===== src/rtl/seg7_pkg.sv =====
`default_nettype none
// ---------------------------------------------------------------------------
// seg7_pkg : shared 7-segment constants, scan FSM encoding, encode helper
// Revision : 1.0
// ---------------------------------------------------------------------------
package seg7_pkg;

  localparam int SEG7_STABLE_CYCLES_DEFAULT = 4;

  typedef enum logic [1:0] {
    ST_IDLE   = 2'd0,
    ST_SETTLE = 2'd1,
    ST_HOLD   = 2'd2
  } scan_state_e;

  // Active-high segment patterns, bit0=a .. bit6=g, indexed by nibble value.
  localparam logic [6:0] SEG7_TABLE [16] = '{
    7'h3F, 7'h06, 7'h5B, 7'h4F, 7'h66, 7'h6D, 7'h7D, 7'h07,
    7'h7F, 7'h6F, 7'h77, 7'h7C, 7'h39, 7'h5E, 7'h79, 7'h71
  };

  function automatic logic [6:0] seg7_encode(input logic [3:0] value);
    return SEG7_TABLE[value];
  endfunction

endpackage
`default_nettype wire


===== src/rtl/seg7_to_bin.sv =====
`default_nettype none
// ---------------------------------------------------------------------------
// seg7_to_bin : combinational 7-segment pattern to nibble decoder with hit flag
// Revision    : 1.0
// ---------------------------------------------------------------------------
module seg7_to_bin
  import seg7_pkg::*;
(
  input  logic [6:0] seg,
  output logic [3:0] value,
  output logic       hit
);

  always_comb begin
    value = 4'd0;
    hit   = 1'b0;
    for (int i = 0; i < 16; i++) begin
      if (seg == SEG7_TABLE[i]) begin
        value = 4'(i);
        hit   = 1'b1;
      end
    end
  end

endmodule
`default_nettype wire


===== src/rtl/seg7_scan_decoder.sv =====
`default_nettype none
// ---------------------------------------------------------------------------
// seg7_scan_decoder : recovers per-digit nibbles from a multiplexed 7-seg scan
// Revision          : 1.0
// ---------------------------------------------------------------------------
module seg7_scan_decoder
  import seg7_pkg::*;
#(
  parameter int STABLE_CYCLES = SEG7_STABLE_CYCLES_DEFAULT,
  parameter int DIGITS        = 4
) (
  input  logic                  clk,
  input  logic                  rst,
  input  logic [6:0]            seg_in,
  input  logic [DIGITS-1:0]     an_in,
  output logic [4*DIGITS-1:0]   digits,
  output logic [DIGITS-1:0]     valid,
  output logic [DIGITS-1:0]     err,
  output logic                  new_data,
  output logic                  frame_done
);

  localparam logic [7:0] STABLE_MAX = 8'(STABLE_CYCLES);

  logic [6:0]          seg_s_q, seg_s_d, seg_p_q, seg_p_d;
  logic [DIGITS-1:0]   an_s_q, an_s_d, an_p_q, an_p_d;
  logic [7:0]          cnt_q, cnt_d;
  scan_state_e         state_q, state_d;
  logic                cap_q, cap_d;
  logic [6:0]          cap_seg_q, cap_seg_d;
  logic [DIGITS-1:0]   cap_an_q, cap_an_d;
  logic [4*DIGITS-1:0] digits_q, digits_d;
  logic [DIGITS-1:0]   valid_q, valid_d;
  logic [DIGITS-1:0]   err_q, err_d;
  logic [DIGITS-1:0]   seen_q, seen_d;
  logic                new_data_q, new_data_d;
  logic                frame_done_q, frame_done_d;

  logic                w_change;
  logic                w_onehot;
  logic [DIGITS-1:0]   w_seen_or;
  logic [3:0]          w_dec_value;
  logic                w_dec_hit;

  seg7_to_bin u_seg7_to_bin (
    .seg   (cap_seg_q),
    .value (w_dec_value),
    .hit   (w_dec_hit)
  );

  always_comb begin
    seg_s_d      = seg_in;
    an_s_d       = an_in;
    seg_p_d      = seg_s_q;
    an_p_d       = an_s_q;
    state_d      = state_q;
    cap_d        = 1'b0;
    cap_seg_d    = cap_seg_q;
    cap_an_d     = cap_an_q;
    digits_d     = digits_q;
    valid_d      = valid_q;
    err_d        = err_q;
    seen_d       = seen_q;
    new_data_d   = 1'b0;
    frame_done_d = 1'b0;
    w_seen_or    = seen_q | cap_an_q;

    w_change = {an_s_q, seg_s_q} != {an_p_q, seg_p_q};
    w_onehot = $onehot(an_s_q);

    if (w_change)                cnt_d = 8'd0;
    else if (cnt_q >= STABLE_MAX) cnt_d = STABLE_MAX;
    else                          cnt_d = cnt_q + 8'd1;

    // A change always clears the counter, so reaching the threshold implies
    // the sample has been steady; this also drops captures on an an_in change.
    case (state_q)
      ST_IDLE: begin
        if (w_onehot) state_d = ST_SETTLE;
      end
      ST_SETTLE: begin
        if (!w_onehot) begin
          state_d = ST_IDLE;
        end else if (cnt_d == STABLE_MAX) begin
          state_d   = ST_HOLD;
          cap_d     = 1'b1;
          cap_seg_d = seg_s_q;
          cap_an_d  = an_s_q;
        end
      end
      ST_HOLD: begin
        if (w_change) state_d = w_onehot ? ST_SETTLE : ST_IDLE;
      end
      default: state_d = ST_IDLE;
    endcase

    // Apply the capture registered on the previous edge.
    if (cap_q) begin
      new_data_d = 1'b1;
      for (int i = 0; i < DIGITS; i++) begin
        if (cap_an_q[i]) begin
          if (w_dec_hit) begin
            digits_d[4*i +: 4] = w_dec_value;
            valid_d[i]         = 1'b1;
            err_d[i]           = 1'b0;
          end else begin
            valid_d[i]         = 1'b0;
            err_d[i]           = 1'b1;
          end
        end
      end
      if (&w_seen_or) begin
        frame_done_d = 1'b1;
        seen_d       = '0;
      end else begin
        seen_d       = w_seen_or;
      end
    end
  end

  always_ff @(posedge clk) begin
    if (rst) begin
      seg_s_q      <= '0;
      an_s_q       <= '0;
      seg_p_q      <= '0;
      an_p_q       <= '0;
      cnt_q        <= '0;
      state_q      <= ST_IDLE;
      cap_q        <= 1'b0;
      cap_seg_q    <= '0;
      cap_an_q     <= '0;
      digits_q     <= '0;
      valid_q      <= '0;
      err_q        <= '0;
      seen_q       <= '0;
      new_data_q   <= 1'b0;
      frame_done_q <= 1'b0;
    end else begin
      seg_s_q      <= seg_s_d;
      an_s_q       <= an_s_d;
      seg_p_q      <= seg_p_d;
      an_p_q       <= an_p_d;
      cnt_q        <= cnt_d;
      state_q      <= state_d;
      cap_q        <= cap_d;
      cap_seg_q    <= cap_seg_d;
      cap_an_q     <= cap_an_d;
      digits_q     <= digits_d;
      valid_q      <= valid_d;
      err_q        <= err_d;
      seen_q       <= seen_d;
      new_data_q   <= new_data_d;
      frame_done_q <= frame_done_d;
    end
  end

  assign digits     = digits_q;
  assign valid      = valid_q;
  assign err        = err_q;
  assign new_data   = new_data_q;
  assign frame_done = frame_done_q;

endmodule
`default_nettype wire


===== config.mk =====
export PLATFORM = sky130hd
export DESIGN_NAME = seg7_scan_decoder
export DESIGN_NICKNAME = d
export VERILOG_FILES = /design/src/rtl/seg7_pkg.sv /design/src/rtl/seg7_to_bin.sv /design/src/rtl/seg7_scan_decoder.sv
export SDC_FILE = /design/constraint.sdc
export NUM_CORES = 1
export LEC_CHECK = 0
export CORE_ASPECT_RATIO = 2
export CORE_MARGIN = 2
export CORE_UTILIZATION = 54
export CTS_CLUSTER_DIAMETER = 80
export CTS_CLUSTER_SIZE = 14
export DETAILED_ROUTE_END_ITERATION = 6
export HOLD_SLACK_MARGIN = 0.1
export PLACE_DENSITY = 0.84
export SLEW_MARGIN = 15
export SYNTH_ARGS = -nofsm -noshare
export SYNTH_HDL_FRONTEND = slang
export SYNTH_SLANG_ARGS = --single-unit

===== constraint.sdc =====
create_clock -name clk -period 3.1 [get_ports clk]
set_clock_uncertainty 0.05 [all_clocks]
set_input_delay 0.93 -clock clk [delete_from_list [all_inputs] [get_ports clk]]
set_output_delay 0.93 -clock clk [all_outputs]
set_load 0.005 [all_outputs]

==> results of run 1 <==
-- registers in the layout, summed over array words and instances (netlist names) --
signal	flops
cap_q	1
cap_an_q	4
valid	4
err	4
state_q	2
an_p_q	4
cnt_q	8
seen_q	4
cap_seg_q	7
new_data	1
seg_p_q	7
an_p_d	4
seg_p_d	7
frame_done	1
digits	16
-- cells by family after synthesis --
kind of cell    after synthesis
compound gates               48
xor+xnor                     13
fa+ha+maj                     6
buf+inv                      31
flops                        74
mux                          23
other cells                   1
simple gates                124
-- critical path: cells and delay by family (launching register included) --
| kind | cells | cell delay [ps] |
|---|---|---|
| flip-flops | 1 | 370 |
| multiplexers | 1 | 230 |
| AND/OR/NAND/NOR | 5 | 780 |
| adder cells (fa/ha/maj) | 3 | 980 |
| buffers and inverters | 3 | 340 |
-- how the worst max path moves through the flow --
| stage | from | to | cells after the start |
|---|---|---|---|
| after floorplan | an_p_d[0]$_SDFF_PP0_ | cap_an_q[3]$_SDFFE_PP0P_ | 12 |
| after global placement | an_p_d[0]$_SDFF_PP0_ | cap_an_q[0]$_SDFFE_PP0P_ | 12 |
| after detailed placement | an_p_d[0]$_SDFF_PP0_ | cap_an_q[0]$_SDFFE_PP0P_ | 12 |
| after CTS | an_p_d[0]$_SDFF_PP0_ | cap_an_q[0]$_SDFFE_PP0P_ | 12 |
| after global routing | an_p_d[0]$_SDFF_PP0_ | cap_an_q[0]$_SDFFE_PP0P_ | 12 |
| final | an_p_d[0]$_SDFF_PP0_ | cap_an_q[0]$_SDFFE_PP0P_ | 12 |
-- synth_stat cells, types with 2 or more instances --
master	count
nor3b_1	2
nor2_4	2
o32ai_1	2
nand3b_1	2
or3_1	2
inv_1	9
a21oi_1	21
and3_1	3
buf_6	2
mux2_2	8
mux2i_1	15
nand4_1	5
buf_2	4
nand4b_1	2
nor2_1	24
clkbuf_1	13
nor4_1	3
nor3_1	13
nor2b_1	29
a311oi_1	4
xnor2_1	12
nand3_1	11
dfxtp_1	74
o21ai_0	8
nand2b_1	7
a31oi_1	3
ha_1	4
clkbuf_2	2
nand2_1	15
-- power groups by stage --
stage          Sequential (mW)  Clock, mW  Combinational, mW
3_3_place_gp              1.00          0             0.0723
4_1_cts                  0.984      0.721             0.0761
6_report                 0.984      0.713             0.0757
2_1_floorplan             1.00          0             0.0493
5_1_grt                  0.986      0.758             0.0839
3_5_place_dp              1.01          0             0.0756
-- layer usage --
metal	share of wire, %	routed length (um)	track usage [%]	up-vias
met2	55	3514	39.16	52
met4	3.9	251	14.62	0
met1	39	2485	24.57	1131
met3	3.0	195	4.434	21
li1	-	-	-	1161
met5	0	0	0	-
-- cell type report --
cell class	count	share of cell area [%]
Sequential cell	74	40.83
Multi-Input combinational cell	219	39.90
Timing Repair Buffer	42	11.17
Clock buffer	12	4.000
Tap cell	60	2.069
Clock inverter	3	1.103
Inverter	9	0.9310
==> flow_metrics.tcl, run 1 <==
set metrics [dict create \
    hold_start "err[0]$_SDFFE_PP0P_" \
    cpPeakStageDelay_ps 540 \
    grt_usage_pct 22.58 \
    dp_cells 404 \
    grt_max_degree 37 \
    synthArstFlopShare_pct 0 \
    drive_above_1_share_pct 8.914 \
    r2r-start "an_p_d[0]$_SDFF_PP0_" \
    finalWorstSetupSlack_ps 246.9 \
    cp-end-kind "register" \
    swShare_pct 21.27 \
    die_w_um 57.16 \
    p_seq_share_pct 55.5 \
    r2r_slack_ps 250 \
    worstSetupPathType "reg -> reg" \
    cp_cell_sequence "inv_1, fa_1, inv_1, ha_1, ha_1, nor2_1, nand2_1, nor3b_1, and3_2, buf_4, mux2i_1, nor2_1" \
    cts-root-buf "clkbuf_8" \
    antenna_found_initial 0 \
    clk_latency_ps 350 \
    cts_buffer_depth 2 \
    power_density_nw_per_um2 488.5 \
    p_leak_nw 1.254 \
    fill_cells 445 \
    rows 38 \
    antenna_cells 0 \
    die_h_um 110.3 \
    final_cells 419 \
    comb_power_share_pct 4.3 \
    ys_types 48 \
    fin_area_um2 3628 \
    cts_tree "yes" \
    syn_area_per_cell_um2 9.536 \
    internal_power_mw 1.396 \
    utilization_pct 66.94 \
    cts_resized 0 \
    switchingPower_mw 0.3770 \
    synth_area_leaders "dfxtp_1 (49%), nor2b_1 (5.9%), mux2i_1 (4.9%), a21oi_1 (3.4%), xnor2_1 (3.4%)" \
    p_clk_share_pct 40.2 \
    first_pass_iters 6 \
    overflow 0 \
    die_area_um2 6305 \
    min_period_ps 2853 \
    pre_cts_slack_ps 181.8 \
    synth-compound-area-share_pct 10.09 \
    ant_nets 0 \
    final_common_cell "dfxtp_1" \
    ctsHtreeMaxLevel 3 \
    hold_violations 0 \
    layout.cells.most_common_list "dfxtp_1 (74), clkdlybuf4s50_1 (37), nor2b_1 (29)" \
    yosysWarnings 0 \
    synthAdderAreaFrac_pct 2.624 \
    cp.arrival_ps 3040 \
    hp-class "reg -> reg" \
    setup_viol 0 \
    cp-start-kind "register" \
    hpwlAfterDp_um 4562 \
    holdWs_ps 407.3 \
    muxShareOfSynthArea_pct 7.872 \
    timing.slew.headroom_pct 46.14 \
    yosysTopAreaCellShare_pct 48.54 \
    crit_fanout 7 \
    netlist_area_um2 3052 \
    cts_setup_buffers 0 \
    hold_buffers 0 \
    cts_inserted_buffers 9 \
    syn_inst 320 \
    hold_path_depth 2 \
    io_pins 39 \
    wl_um 6446 \
    ys_ff_latch 74 \
    num_vias 2365 \
    area_growth_pct 18.90 \
    worstMarginPinSlew_ps 806.8 \
    coreArea_um2 5420 \
    clk_pin_slew_ps 70 \
    cap_viol_max_count 0 \
    drtIter0Drc 73 \
    yosys.area_share.simple_pct 22.47 \
    min_to "err[0]$_SDFFE_PP0P_" \
    r2r_end "cap_an_q[0]$_SDFFE_PP0P_" \
    synth_top_family_by_area "simple AND/OR/NAND/NOR gates" \
    finalNetCount 373 \
    status "finished, final reports clean" \
    netlist.top_cell.by_area "dfxtp_1" \
    post-route-period-util_pct 92.04 \
    peakVddDrop_uv 451.6 \
    synth_edf_count 0 \
    multi_input_area_um2 1448 \
    critical_path.slowest_cell "fa_1" \
    start_util_pct 56.30 \
    cts_sinks 74 \
    place.gp.congestion 0.8669 \
    synth_xor_xnor_area_share_pct 3.731 \
    reg2reg_depth 12 \
    wl_per_cell_um 15.38 \
    required_ps 3290 \
    max_freq_ghz 0.3505 \
    yosysSeqAreaShare_pct 48.54 \
    via_per_inst 5.644 \
    drc 0 \
    io_buffer_count 38 \
    grt_pass1_vias 2344 \
    fin_setup_tns_ps 0 \
    rsz0062_at_grt "no" \
    grt_pass1_wl_um 10830 \
    final_max_slew_viol_count 0 \
    p_total_mw 1.773 \
    place_area_um2 3442 \
    seq_area_um2 1481 \
    synth_flop_cell "dfxtp_1" \
]
Power figures use the tool's default switching activity.
==> run 2: changes to the inputs <==
--- a/config.mk
+++ b/config.mk
@@ -7,12 +7,13 @@
 export LEC_CHECK = 0
 export CORE_ASPECT_RATIO = 2
 export CORE_MARGIN = 2
-export CORE_UTILIZATION = 54
+export CORE_UTILIZATION = 59
 export CTS_CLUSTER_DIAMETER = 80
 export CTS_CLUSTER_SIZE = 14
 export DETAILED_ROUTE_END_ITERATION = 6
+export DONT_BUFFER_PORTS = 1
 export HOLD_SLACK_MARGIN = 0.1
-export PLACE_DENSITY = 0.84
+export PLACE_DENSITY = 0.81
 export SLEW_MARGIN = 15
 export SYNTH_ARGS = -nofsm -noshare
 export SYNTH_HDL_FRONTEND = slang
==> run 2 against run 1 <==
Compared with the run above:
- sequential power about the same
- global-route usage down 0.17 points
- critical path type unchanged
- worst hold slack better by 25 ps
- largest power group unchanged
- setup slack worse by 58 ps
- power up 3.8%
- cell count down 10%
- wire length down 8.7%
==> flow_metrics.tcl, run 2 (synthesis gave the netlist of run 1 again) <==
set metrics [dict create \
    r2r_slack_ps 190 \
    fin_setup_tns_ps 0 \
    clk_latency_ps 350 \
    cts_tree "yes" \
    p_leak_nw 1.121 \
    die_w_um 54.86 \
    dp_cells 361 \
    min_period_ps 2911 \
    die_h_um 105.7 \
    r2r_end "cap_seg_q[5]$_SDFFE_PP0P_" \
    hold_violations 0 \
    die_area_um2 5799 \
    layout.cells.most_common_list "dfxtp_1 (74), nor2b_1 (29), nor2_1 (24)" \
    wl_per_cell_um 15.61 \
    via_per_inst 5.790 \
    min_to "err[2]$_SDFFE_PP0P_" \
    cts_inserted_buffers 9 \
    utilization_pct 64.57 \
    cp_cell_sequence "inv_1, fa_1, inv_1, ha_1, ha_1, nor2_1, nand2_1, nor3b_1, and3_1, buf_4, mux2i_1, nor2_1" \
    peakVddDrop_uv 573.8 \
    max_freq_ghz 0.3435 \
    rsz0062_at_grt "no" \
    num_vias 2183 \
    wl_met1_um 2310 \
    grt_pass1_wl_um 9370 \
    start_util_pct 60.48 \
    cp-end-kind "register" \
    grt_pass1_vias 2053 \
    power_density_nw_per_um2 564.7 \
    cts_resized 0 \
    coreArea_um2 5046 \
    hold_buffers 0 \
    drive_above_1_share_pct 9.404 \
    crit_fanout 7 \
    cap_viol_max_count 0 \
    cts_setup_buffers 0 \
    required_ps 3300 \
    seq_area_um2 1481 \
    cts_sinks 74 \
    clk_pin_slew_ps 80 \
    drc 0 \
    hold_start "err[2]$_SDFFE_PP0P_" \
    hold_path_depth 2 \
    io_pins 39 \
    cts-root-buf "clkbuf_8" \
    finalWorstSetupSlack_ps 188.9 \
    grt_usage_pct 22.41 \
    place.gp.congestion 0.7932 \
    r2r-start "an_p_d[0]$_SDFF_PP0_" \
    critical_path.slowest_cell "fa_1" \
    setup_viol 0 \
    finalNetCount 332 \
    reg2reg_depth 12 \
    final_common_cell "dfxtp_1" \
    post-route-period-util_pct 93.91 \
    antenna_found_initial 0 \
    fill_cells 410 \
    largest_register_ffs 16 \
    hpwlAfterDp_um 4035 \
    rows 37 \
    wl_met3_um 289 \
    pre_cts_slack_ps 244.7 \
    overflow 0 \
    top_layer "met4" \
    final_cells 377 \
    ctsHtreeMaxLevel 3 \
    grt_max_degree 71 \
    timing.slew.headroom_pct 47.81 \
    final_max_slew_viol_count 0 \
    worstMarginPinSlew_ps 781.7 \
    hp-class "reg -> reg" \
    met2RoutedLength_um 3158 \
    worstSetupPathType "reg -> reg" \
    cp.arrival_ps 3110 \
    ant_nets 0 \
    area_growth_pct 6.765 \
    first_pass_iters 4 \
    io_buffer_count 0 \
    wl_um 5886 \
    cts_buffer_depth 2 \
    antenna_cells 0 \
    multi_input_area_um2 1446 \
    cp-start-kind "register" \
    status "finished, final reports clean" \
    drtIter0Drc 68 \
    cpPeakStageDelay_ps 530 \
]
==> run 2: cell count changes in the layout (fill, tap and decap cells not counted) <==
cell and change:
clkdlybuf4s50_1 -37, buf_4 -3, clkbuf_1 -2, and3_1 +1, and3_2 -1, buf_2 -1
bufinv_16 +1, clkbuf_8 -1, clkinv_2 +1, clkinv_4 +1, inv_6 +1
==> run 2: metrics by stage <==
stage               instance area, um2  hold slack (ps)  power, mW
detailed placement                3042            423.8      1.051
global route                      3258            461.4      1.898
CTS                               3258            435.3      1.857
floorplan                         3067            402.7      1.050
finish                            3258            432.5      1.840
global placement                  3042            413.9      1.048
==> run 2: how the worst max path moves through the flow <==
stage / startpoint / cells after the start / to / slack, ps
6_report: an_p_d[0]$_SDFF_PP0_ / 12 / cap_seg_q[5]$_SDFFE_PP0P_ / 190
3_3_place_gp: an_p_d[0]$_SDFF_PP0_ / 12 / cap_seg_q[3]$_SDFFE_PP0P_ / 390
5_1_grt: an_p_d[0]$_SDFF_PP0_ / 12 / cap_seg_q[2]$_SDFFE_PP0P_ / 20
3_5_place_dp: an_p_d[0]$_SDFF_PP0_ / 12 / cap_seg_q[5]$_SDFFE_PP0P_ / 240
2_1_floorplan: an_p_d[0]$_SDFF_PP0_ / 12 / cap_an_q[3]$_SDFFE_PP0P_ / 500
4_1_cts: an_p_d[0]$_SDFF_PP0_ / 12 / cap_seg_q[0]$_SDFFE_PP0P_ / 220
==> run 2: area by class of cell <==
| cell class | count | share of cell area [%] |
|---|---|---|
| clock buffer | 9 | 3.802 |
| clock inverter | 7 | 2.842 |
| inverter | 9 | 1.037 |
| multi-input combinational | 219 | 44.39 |
| sequential | 74 | 45.47 |
| tap | 58 | 2.227 |
| timing repair buffer | 1 | 0.2304 |
==> run 2: power by group <==
group          total (mW)  internal [mW]  switching, mW
Clock               0.811          0.453          0.358
Sequential          0.983          0.969         0.0137
Combinational      0.0464         0.0249         0.0215
Total                1.84           1.45          0.393
==> run 2: per-layer routing <==
metal	vias up	GRT usage, %
li1	1090	-
met1	1025	25.39
met2	58	36.22
met3	10	7.365
met4	0	10.18
met5	-	0
==> run 2: critical path: cells and delay by family, from the launching register on <==
family,cells,cell delay [ps]
mux,1,210
buf+inv,3,380
flops,1,370
fa+ha+maj,3,970
simple gates,5,820
